[config.mk]
export PLATFORM = sky130hd
export DESIGN_NAME = qdr_port_arbiter
export DESIGN_NICKNAME = d
export VERILOG_FILES = /design/src/rtl/qdr_port_arbiter.sv
export SDC_FILE = /design/constraint.sdc
export NUM_CORES = 1
export LEC_CHECK = 0
export ABC_AREA = 0
export CELL_PAD_IN_SITES_DETAIL_PLACEMENT = 2
export CELL_PAD_IN_SITES_GLOBAL_PLACEMENT = 2
export CORE_AREA = 5 5 347 349
export DETAILED_ROUTE_END_ITERATION = 8
export DIE_AREA = 0 0 352 354
export PLACE_DENSITY = 0.62
export SYNTH_ARGS = -nofsm -noshare
export SYNTH_HDL_FRONTEND = slang
export SYNTH_SLANG_ARGS = --single-unit
[constraint.sdc]
create_clock -name clk -period 3.3 [get_ports clk]
set_clock_uncertainty 0.2 [all_clocks]
set_input_delay 0.33 -clock clk [delete_from_list [all_inputs] [get_ports clk]]
set_output_delay 0.33 -clock clk [all_outputs]
set_load 0.05 [all_outputs]
[src/rtl/qdr_port_arbiter.sv]
// qdr_port_arbiter: shares one QDRII+ MIG user port between requesters with independent read/write round robin and in-order read tag return
module qdr_port_arbiter #(
    parameter int NUM_PORTS  = 2,
    parameter int ADDR_WIDTH = 18,
    parameter int DATA_WIDTH = 36,
    parameter int BURST_LEN  = 4,
    parameter int BW_WIDTH   = 4,
    parameter int TAG_DEPTH  = 16,
    localparam int UW = DATA_WIDTH * BURST_LEN,
    localparam int UB = BW_WIDTH * BURST_LEN,
    localparam int CW = $clog2(TAG_DEPTH) + 1
) (
    input  logic                             clk,
    input  logic                             rst_n,
    input  logic                             init_calib_complete,
    input  logic [NUM_PORTS-1:0]             wr_req,
    input  logic [NUM_PORTS*ADDR_WIDTH-1:0]  wr_addr,
    input  logic [NUM_PORTS*UW-1:0]          wr_data,
    input  logic [NUM_PORTS*UB-1:0]          wr_bw_n,
    output logic [NUM_PORTS-1:0]             wr_ack,
    input  logic [NUM_PORTS-1:0]             rd_req,
    input  logic [NUM_PORTS*ADDR_WIDTH-1:0]  rd_addr,
    output logic [NUM_PORTS-1:0]             rd_ack,
    output logic [NUM_PORTS-1:0]             rd_valid,
    output logic [UW-1:0]                    rd_data,
    output logic                             app_wr_cmd,
    output logic [ADDR_WIDTH-1:0]            app_wr_addr,
    output logic [UW-1:0]                    app_wr_data,
    output logic [UB-1:0]                    app_wr_bw_n,
    output logic                             app_rd_cmd,
    output logic [ADDR_WIDTH-1:0]            app_rd_addr,
    input  logic                             app_rd_valid,
    input  logic [UW-1:0]                    app_rd_data,
    output logic [CW-1:0]                    rd_outstanding,
    output logic                             err_underflow
);
    localparam int PW = (NUM_PORTS > 1) ? $clog2(NUM_PORTS) : 1;
    localparam int TW = $clog2(TAG_DEPTH);
    localparam logic [PW-1:0] LAST = PW'(NUM_PORTS - 1);

    function automatic logic [PW-1:0] nxt(input logic [PW-1:0] p);
        return (p == LAST) ? '0 : p + 1'b1;
    endfunction

    // first eligible port searching from last+1 with wrap; returns {hit, port}
    function automatic logic [PW:0] rr_pick(input logic [NUM_PORTS-1:0] elig, input logic [PW-1:0] last);
        logic [PW-1:0] p;
        logic [PW-1:0] win;
        logic          hit;
        p   = last;
        win = '0;
        hit = 1'b0;
        for (int k = 0; k < NUM_PORTS; k++) begin
            p = nxt(p);
            if (!hit && elig[p]) begin
                hit = 1'b1;
                win = p;
            end
        end
        return {hit, win};
    endfunction

    logic [ADDR_WIDTH-1:0] wa [NUM_PORTS];
    logic [UW-1:0]         wd [NUM_PORTS];
    logic [UB-1:0]         wb [NUM_PORTS];
    logic [ADDR_WIDTH-1:0] ra [NUM_PORTS];

    logic [PW-1:0]         wr_last_q, wr_last_d, rd_last_q, rd_last_d;
    logic [NUM_PORTS-1:0]  wr_ack_q, wr_ack_d, rd_ack_q, rd_ack_d;
    logic                  app_wr_cmd_q, app_wr_cmd_d, app_rd_cmd_q, app_rd_cmd_d;
    logic [ADDR_WIDTH-1:0] app_wr_addr_q, app_wr_addr_d, app_rd_addr_q, app_rd_addr_d;
    logic [UW-1:0]         app_wr_data_q, app_wr_data_d;
    logic [UB-1:0]         app_wr_bw_n_q, app_wr_bw_n_d;
    logic [PW-1:0]         tag_mem_q [TAG_DEPTH];
    logic [PW-1:0]         tag_mem_d [TAG_DEPTH];
    logic [TW-1:0]         wptr_q, wptr_d, rptr_q, rptr_d;
    logic [CW-1:0]         cnt_q, cnt_d;
    logic [NUM_PORTS-1:0]  rd_valid_q, rd_valid_d;
    logic [UW-1:0]         rd_data_q, rd_data_d;
    logic                  err_q, err_d;

    logic [NUM_PORTS-1:0]  wr_elig, rd_elig;
    logic                  wr_hit, rd_hit, push, pop;
    logic [PW-1:0]         wr_win, rd_win;

    // a port whose ack is high this cycle is excluded so a held request is not granted twice
    assign wr_elig = wr_req & ~wr_ack_q & {NUM_PORTS{init_calib_complete}};
    assign rd_elig = rd_req & ~rd_ack_q & {NUM_PORTS{init_calib_complete && (cnt_q < CW'(TAG_DEPTH))}};
    assign {wr_hit, wr_win} = rr_pick(wr_elig, wr_last_q);
    assign {rd_hit, rd_win} = rr_pick(rd_elig, rd_last_q);
    assign push = rd_hit;
    assign pop  = app_rd_valid && (cnt_q != '0);

    // split the flattened per-port request fields
    always_comb begin
        for (int i = 0; i < NUM_PORTS; i++) begin
            wa[i] = wr_addr[i*ADDR_WIDTH +: ADDR_WIDTH];
            wd[i] = wr_data[i*UW +: UW];
            wb[i] = wr_bw_n[i*UB +: UB];
            ra[i] = rd_addr[i*ADDR_WIDTH +: ADDR_WIDTH];
        end
    end

    // write channel: register the winning port's command; address/data hold when idle
    always_comb begin
        wr_last_d     = wr_hit ? wr_win : wr_last_q;
        wr_ack_d      = wr_hit ? (NUM_PORTS'(1) << wr_win) : '0;
        app_wr_cmd_d  = wr_hit;
        app_wr_addr_d = wr_hit ? wa[wr_win] : app_wr_addr_q;
        app_wr_data_d = wr_hit ? wd[wr_win] : app_wr_data_q;
        app_wr_bw_n_d = wr_hit ? wb[wr_win] : '1;
    end

    // read channel: issue command, push issuing port tag, pop tag on returning data
    always_comb begin
        rd_last_d     = rd_hit ? rd_win : rd_last_q;
        rd_ack_d      = rd_hit ? (NUM_PORTS'(1) << rd_win) : '0;
        app_rd_cmd_d  = rd_hit;
        app_rd_addr_d = rd_hit ? ra[rd_win] : app_rd_addr_q;
        tag_mem_d     = tag_mem_q;
        if (push)
            tag_mem_d[wptr_q] = rd_win;
        wptr_d        = push ? wptr_q + 1'b1 : wptr_q;
        rptr_d        = pop ? rptr_q + 1'b1 : rptr_q;
        cnt_d         = cnt_q + CW'(push) - CW'(pop);
        rd_valid_d    = pop ? (NUM_PORTS'(1) << tag_mem_q[rptr_q]) : '0;
        rd_data_d     = pop ? app_rd_data : rd_data_q;
        err_d         = err_q || (app_rd_valid && (cnt_q == '0));
    end

    // state registers
    always_ff @(posedge clk or negedge rst_n) begin
        if (!rst_n) begin
            wr_last_q     <= LAST;
            rd_last_q     <= LAST;
            wr_ack_q      <= '0;
            rd_ack_q      <= '0;
            app_wr_cmd_q  <= 1'b0;
            app_wr_addr_q <= '0;
            app_wr_data_q <= '0;
            app_wr_bw_n_q <= '1;
            app_rd_cmd_q  <= 1'b0;
            app_rd_addr_q <= '0;
            tag_mem_q     <= '{default: '0};
            wptr_q        <= '0;
            rptr_q        <= '0;
            cnt_q         <= '0;
            rd_valid_q    <= '0;
            rd_data_q     <= '0;
            err_q         <= 1'b0;
        end else begin
            wr_last_q     <= wr_last_d;
            rd_last_q     <= rd_last_d;
            wr_ack_q      <= wr_ack_d;
            rd_ack_q      <= rd_ack_d;
            app_wr_cmd_q  <= app_wr_cmd_d;
            app_wr_addr_q <= app_wr_addr_d;
            app_wr_data_q <= app_wr_data_d;
            app_wr_bw_n_q <= app_wr_bw_n_d;
            app_rd_cmd_q  <= app_rd_cmd_d;
            app_rd_addr_q <= app_rd_addr_d;
            tag_mem_q     <= tag_mem_d;
            wptr_q        <= wptr_d;
            rptr_q        <= rptr_d;
            cnt_q         <= cnt_d;
            rd_valid_q    <= rd_valid_d;
            rd_data_q     <= rd_data_d;
            err_q         <= err_d;
        end
    end

    assign wr_ack         = wr_ack_q;
    assign rd_ack         = rd_ack_q;
    assign rd_valid       = rd_valid_q;
    assign rd_data        = rd_data_q;
    assign app_wr_cmd     = app_wr_cmd_q;
    assign app_wr_addr    = app_wr_addr_q;
    assign app_wr_data    = app_wr_data_q;
    assign app_wr_bw_n    = app_wr_bw_n_q;
    assign app_rd_cmd     = app_rd_cmd_q;
    assign app_rd_addr    = app_rd_addr_q;
    assign rd_outstanding = cnt_q;
    assign err_underflow  = err_q;
endmodule

# == Yosys cells after proc, flatten, opt, wreduce, memory -nomap -nowiden ==
# Index checks and enable logic that the tools add are counted.
# op_classes
add_sub_neg,8
multipliers,0
div_mod_pow,0
n_lt_le_gt_ge,10
eq_ne,0
shifts,3
muxes,42
n_bitwise,10
n_reduce_logical,11
# ops
operator,count
$mux 144,3
$mux 18,6
$mux 16,4
$mux 1,23
$bwmux 16,1
$ge 5x5->1 const B,2
$not 4->5,2
$add 4x1->4 const B,2
$and 2x2->2,4
$lt 1x2->1 const B,4
$logic_and 1x1->1,6
$mux 2,3
$shl 1x1->2 const A,3
$add 5x1->5,1
$logic_not 5->1,1
$lt 5x1->1 const B,1
$lt 5x5->1 const B,1
$reduce_bool 5->1,1
$sub 5x1->5,1
$add 1x1->1 const B,4
$bmux 1 s4,1
$demux 1 s4,1
$ge 2x2->1 const B,2
$not 1->2,2
3 further kinds,5
# totals
regBits,380
latchBits,0
ram_bits,0
romBits,0
input_bits,544
n_memories,0

# == Depth between registers and ports, before layout ==
# Gate-level depths: netlist of run 1.
# depth
ltp_word,14
mapped_depth,13
mapped_depth_nobuf,12

# == Least setup slack after synthesis of run 1 ==
# No wires, ideal clock.
# synth_path
path_type,flip-flop to flip-flop
startpoint,"register cnt_q[3], in the netlist rd_outstanding[3]"
endpoint,"register cnt_q[4], in the netlist rd_outstanding[4]"
setup_ns,0.124
arrival_ns,2.849
required_time_ns,2.976
setup_slack_ns,0.127
path_stages_with_launch,14
path_buffers,1
synth_period_minus_slack_ns,3.173
cell_sequence,dfrtp_1 inv_1 ha_1 or4b_4 nand2_4 inv_2 buf_2 ha_1 inv_1 ha_1 fa_1 a21oi_1 o21bai_1 xnor2_1
# synth_lines
item,line,text
"start, declared",77,"logic [CW-1:0] cnt_q, cnt_d;"
"start signal, assigned",165,cnt_q <= cnt_d;
$reduce_bool 5->1,92,assign pop = app_rd_valid && (cnt_q != '0);
$logic_and 1x1->1,92,
named net pop,83,"logic wr_hit, rd_hit, push, pop;"
$sub 5x1->5,125,cnt_d = cnt_q + CW'(push) - CW'(pop);
named net cnt_d[4],77,
# The timed path passes the listed nets, and every way through them passes these cells. The select of a mux whose other input is x is not followed.
# A chain may end at the register's enable or synchronous reset.

# == Worst setup path after layout of run 1 ==
# layout_path
startpoint,"register cnt_q[2], in the netlist rd_outstanding[2]"
endpoint,"register cnt_q[4], in the netlist rd_outstanding[4]"
# layout_between
elab_chain_cells,11
# layout_lines
item,line,text
$lt 5x5->1,88,assign rd_elig = rd_req & ~rd_ack_q & {NUM_PORTS{init_calib_complete && (cnt_q < CW'(TAG_DEPTH))}};
$logic_and 1x1->1,88,
$and 2x2->2,88,
$mux 1 (implied by the code) (2 in series),55,if (!hit && elig[p]) begin
$mux 1,55,
$logic_not 1->1,55,
$logic_and 1x1->1,55,
$mux 1,55,
$add 5x1->5,125,
$sub 5x1->5 (*),125,
named net cnt_d[4],77,
# The timed path passes the listed nets; every way through them passes the cells marked *. The select of a mux whose other input is x is not followed.

==> run metrics, run 1 <==
status finished clean; H-tree Lvls 2; fmax 326 MHz; Critical Path AT 3.34 ns; placed cells 3,530; Pleak 12.5 nW; vias in the first global route 16.7k; Final period util 93.0%; GR Overflow Total 0; CP Max Fanout 17; Post-synth EDFFs 0; largest family of logic cells by synthesized area multiplexers; grt met1 use 17.6%; CTS buffer count 50; worst rel slew slack 19.1%; site row count 126; clk_lat worst skew 0.62 ns; CTS tree done; CTS Sinks 380; Layout area overhead 77.2%; GRT Total Usage 14.8%; CP Launch Type flop; Max Root-Sink Buffers 3; setup violators final 0; WL final 97,000 microns; post-route ant nets 0; CTS clock-pin slew for the worst setup and hold paths 0.05 ns; First-pass DRT Iterations 4; IO buf count 897; power density cells 712 nW/um^2; PostCTS Resize Cnt 0; XOR/XNOR Fraction of Synth Area 0.535%; Crit. End Element flop; Tmin final 3.07 ns; commonest non-fill, non-tap cell in the layout clkdlybuf4s50_1; critical path type flop to flop; share of cells above drive strength 1 15.5%; most common flop cell mapped by yosys dfrtp_1; fillers 12.6k; CP Data Required Time 3.58 ns; post-synthesis mux area share 14.8%; TNS Setup 0 ns; hold path depth 2; type of the most critical hold path input port to flop; worst hold endpoint app_wr_bw_n[12]$_DFF_PN1_; initial core utilization 14.0%; r2r endpoint rd_outstanding[4]$_DFF_PN0_; GR peak layer met2; DRT iter0 DRCs 834; R2R depth 12; IO Count 898; height of the die 354 microns; Global Route met2 Usage 24.4%; hold_sp wr_bw_n[12]; Yosys warnings 0; Root Buffer clkbuf_16; Netlist cell types 40; die footprint 125,000 sq um; antenna violations before repair 31; Synth Area in Compound Gates 13.1%; largest net degree at the start of global routing 125; Residual DRC 0; Adder-Cell Fraction of Synth Area 0.962%; Post-Synthesis Cells 1,154; dpl hpwl 77,200 microns; Critical R2R Launch rd_outstanding[2]$_DFF_PN0_; Mapped Nets 1,710; Seq cells post-synth 380; post-synthesis sequential area ratio 58.2%; Vias per Instance 4.01; final max-slew violation count 0; peak supply drop 0.000290 V; post-synthesis simple-gate area fraction 7.74%; synthesized area 16,400 sq um; first-pass GRT wire length 134,000 microns; Die X 352 microns; Reg2Reg Setup Slack 0.23 ns; Final Hold Fails 0; met3 GRT Util 6.01%; # Max-Cap Violations 0; via count 14.6k; core box area 117,000 sq um; Tightest Pin Transition 1.21 ns; fin nets 2,604; commonest cells after routing, fill and taps aside clkdlybuf4s50_1, dfrtp_1, and3_1; RSZ-0062 raised after global routing no; asr flop ratio synth 100%; wire length per cell 26.6 microns; Finished Layout Cells 3,650; Placer Congestion 0.877; average cell area after synthesis 14.2 sq um
cell type report:
class | count | area (sq um) | share of cell area, %
antenna | 25 | 62.6 | 0.215
inverter | 51 | 204 | 0.702
clock inverter | 18 | 166 | 0.573
sequential | 380 | 9530 | 32.8
timing repair buffer | 946 | 9530 | 32.8
tap | 1536 | 1920 | 6.62
clock buffer | 75 | 1490 | 5.12
multi-input combinational | 619 | 6130 | 21.1
flip-flops by register name, summed over array words and instances, names as in the netlist, 4 cells and up:
register,cells
app_wr_addr,18
app_wr_data,144
rd_data,144
wptr_q,4
app_wr_bw_n,16
rd_outstanding,5
app_rd_addr,18
rptr_q,4
tag_mem_q,16
stage by stage:
step           total power, mW  utilization [%]  hold WS (ns)  area [sq um]  setup WS (ns)
6_report                  20.7             24.8        0.0754         29000          0.232
5_1_grt                   21.6             24.8        0.0400         29000         0.0891
4_1_cts                   21.0             24.7       0.00464         29000          0.218
3_5_place_dp              15.3             23.3         0.273         27300          0.237
3_3_place_gp              15.1             23.3         0.248         27300          0.235
2_1_floorplan             11.3                -        -0.166         16400          0.127
synthesized netlist by cell type (2+ instances only):
cell type	instances	share of area (%)
a21o_1	2	0.092
a21oi_1	2	0.061
a221o_1	162	9.9
and2_1	3	0.11
and3_1	164	6.3
buf_1	11	0.25
buf_2	20	0.61
buf_6	4	0.27
buf_8	11	1.0
clkbuf_1	58	1.3
dfrtp_1	362	55
dfstp_2	18	2.9
ha_1	11	0.84
inv_1	49	1.1
inv_2	2	0.046
mux2_2	32	2.2
mux2_4	130	12
mux4_2	5	0.69
nand2_1	2	0.046
nand3_1	20	0.61
nand3b_1	2	0.092
nor2_1	2	0.046
nor2b_1	7	0.27
o2111ai_1	16	0.86
o211ai_1	2	0.092
o21ai_0	2	0.061
o21bai_1	2	0.092
o221ai_1	18	0.96
o22a_1	16	0.86
xnor2_1	7	0.37
xor2_1	3	0.16
power by group:
part           switching, mW  leakage (nW)  internal, mW
Clock                   2.26         0.814          3.26
Combinational           5.32          7.07          3.34
Sequential             0.835          4.58          5.67
routing by layer:
layer  wire length (microns)  vias to the layer above
li1                        -                     6220
met1                   38800                     7640
met2                   46700                      645
met3                    8650                      117
met4                    2770                        2
met5                      19                        -
kinds of logic (layout without fill, tap and decap cells):
kind of cell	count (synthesis)	after routing
adders and majority gates	12	12
other	0	25
DFF	380	380
muxes	167	167
AOI/OAI and AO/OA	225	225
and+or+nand+nor	205	205
xor gates and xnor gates	10	10
buffers and inverters	155	1090
critical path: stages (launching register included):
cell and delay [ns]:
dfrtp_1 0.40, inv_1 0.10, ha_1 0.16, or4b_4 0.51
nand2_4 0.14, inv_8 0.09, ha_1 0.29, inv_1 0.04
ha_1 0.21, fa_1 0.41, a21oi_1 0.16, o21bai_1 0.10
xnor2_1 0.13
worst max-delay path by stage:
stage	slack (ns)	to	from
floorplan	0.13	rd_outstanding[4]$_DFF_PN0_	rd_outstanding[3]$_DFF_PN0_
global placement	0.23	rd_outstanding[4]$_DFF_PN0_	init_calib_complete
detailed placement	0.24	rd_outstanding[4]$_DFF_PN0_	rd_outstanding[2]$_DFF_PN0_
CTS	0.22	rd_outstanding[4]$_DFF_PN0_	rd_outstanding[2]$_DFF_PN0_
global route	0.09	rd_outstanding[4]$_DFF_PN0_	rd_outstanding[2]$_DFF_PN0_
finish	0.23	rd_outstanding[4]$_DFF_PN0_	rd_outstanding[2]$_DFF_PN0_
timing repair:
item,4_1_cts,5_1_grt
hold buffers,2,0
hold endpoints to repair,67,0
buffers inserted,0,0
No activity file was read; power rests on OpenSTA's default activity.
==> run 2: changes to the inputs <==
CORE_AREA = 5 5 342 344   (was 5 5 347 349)
DIE_AREA = 0 0 347 349   (was 0 0 352 354)
PLACE_DENSITY = 0.65   (was 0.62)
clock period = 2.5 ns   (was 3.3 ns; I/O delays follow)
==> run metrics, run 2 (same netlist as run 1, synthesis figures left out) <==
initial core utilization 14.4%; die footprint 121,000 sq um; Residual DRC 0; RSZ-0062 raised after global routing yes; clk_lat worst skew 0.59 ns; Placer Congestion 0.904; first-pass GRT wire length 133,000 microns; final max-slew violation count 0; max layer used met5; share of cells above drive strength 1 19.5%; status finished, violations left; TNS Setup -0.598 ns; Critical Path AT 3.04 ns; CTS Sinks 380; vias in the first global route 17.0k; metal2 WL 46,700 microns; WL final 96,600 microns; # Max-Cap Violations 0; IO Count 898; wire length per cell 26.3 microns; setup violators final 3; critical path type flop to flop; largest net degree at the start of global routing 66; failing checks setup timing; Root Buffer clkbuf_16; dpl hpwl 75,600 microns; Crit. End Element flop; fmax 361 MHz; DRT iter0 DRCs 817; Finished Layout Cells 3,680; Final Hold Fails 0; commonest cells after routing, fill and taps aside clkdlybuf4s50_1, dfrtp_1, and3_1; type of the most critical hold path input port to asynchronous set/reset pin; CP Data Required Time 2.77 ns; Tmin final 2.77 ns; Final period util 111%; Tightest Pin Transition 0.746 ns; CP Launch Type flop; CTS buffer count 49; DR WL met3 8570 microns; placed cells 3,534; commonest non-fill, non-tap cell in the layout clkdlybuf4s50_1; core box area 114,000 sq um; fillers 12.2k; DRT met1 WL 37,800 microns; CTS clock-pin slew for the worst setup and hold paths 0.06 ns; worst rel slew slack 50.1%; antenna violations before repair 29; fin nets 2,662; worst setup margin -0.271 ns; GRT Total Usage 15.0%; Max Root-Sink Buffers 3; Layout area overhead 80.4%; Vias per Instance 4.03; Pleak 12.9 nW; height of the die 349 microns; Die X 347 microns; IO buf count 897; site row count 124; peak supply drop 0.000439 V; post-route ant nets 0; CTS tree done; H-tree Lvls 2; via count 14.8k; GR Overflow Total 0; First-pass DRT Iterations 5; CP Max Fanout 2; power density cells 946 nW/um^2
==> run 2: per-stage QoR <==
stage	hold slack, ns	setup slack (ns)	power [mW]	util [%]	area [sq um]
after detailed placement	0.0688	-0.288	20.3	24.1	27400
final	0.0498	-0.271	28.0	26.0	29600
after CTS	0.000544	-0.256	28.3	26.0	29500
after global placement	0.0608	-0.222	20.0	24.1	27400
after floorplan	-0.246	-0.428	15.0	-	16400
after global routing	0.0128	-0.320	29.1	26.0	29500
==> run 2: final cells by class <==
| cell class | instances | area, sq um | share of cell area (%) |
|---|---|---|---|
| Sequential cell | 380 | 9530 | 32.3 |
| Multi-Input combinational cell | 619 | 6180 | 20.9 |
| Timing Repair Buffer | 1005 | 9970 | 33.7 |
| Clock buffer | 75 | 1510 | 5.10 |
| Antenna cell | 21 | 52.6 | 0.178 |
| Clock inverter | 17 | 220 | 0.745 |
| Inverter | 51 | 204 | 0.690 |
| Tap cell | 1512 | 1890 | 6.40 |
==> run 2: critical path, stage by stage (launching register included) <==
cell	delay, ns
dfrtp_2	0.42
inv_2	0.08
ha_4	0.12
or4b_4	0.47
nand2_4	0.11
inv_8	0.04
ha_4	0.25
inv_2	0.04
ha_4	0.15
fa_2	0.36
a21oi_2	0.17
o21bai_1	0.10
xnor2_1	0.14
==> run 2: worst paths after layout <==
kind	from	end	slack (ns)	cells past startpoint
max	rd_outstanding[2]$_DFF_PN0_	rd_outstanding[4]$_DFF_PN0_	-0.27	12
min	rst_n	app_wr_data[8]$_DFFE_PN0N_	0.05	2
max reg2reg	rd_outstanding[2]$_DFF_PN0_	rd_outstanding[4]$_DFF_PN0_	-0.27	12
min reg2reg	tag_mem_q[5]$_DFFE_PN0P_	tag_mem_q[5]$_DFFE_PN0P_	0.30	1
max in group asynchronous	rst_n	wr_ack[1]$_DFF_PN0_	1.11	3
min in group clk	wr_data[11]	app_wr_data[11]$_DFFE_PN0N_	0.06	2
==> run 2: routing by layer <==
metal  global-route usage (%)  vias to the layer above
met5                        0                        -
met1                     17.6                     7705
met2                     24.7                      664
met4                     5.85                       10
li1                         -                     6317
met3                     6.02                      143
==> run 2: report_power, final <==
part           internal, mW  switching [mW]
logic                  4.62            7.19
clock network          4.66            2.96
registers              7.48            1.04
total                  16.8            11.2
==> run 2: repair_timing <==
action                                  CTS  global route
setup buffers                             4             4
pin swaps                                 5             6
hold buffers                             25             0
cloned                                    1             0
endpoints found under the hold margin   386             0
endpoints found under the setup margin   65            58
resized for setup                         8             2
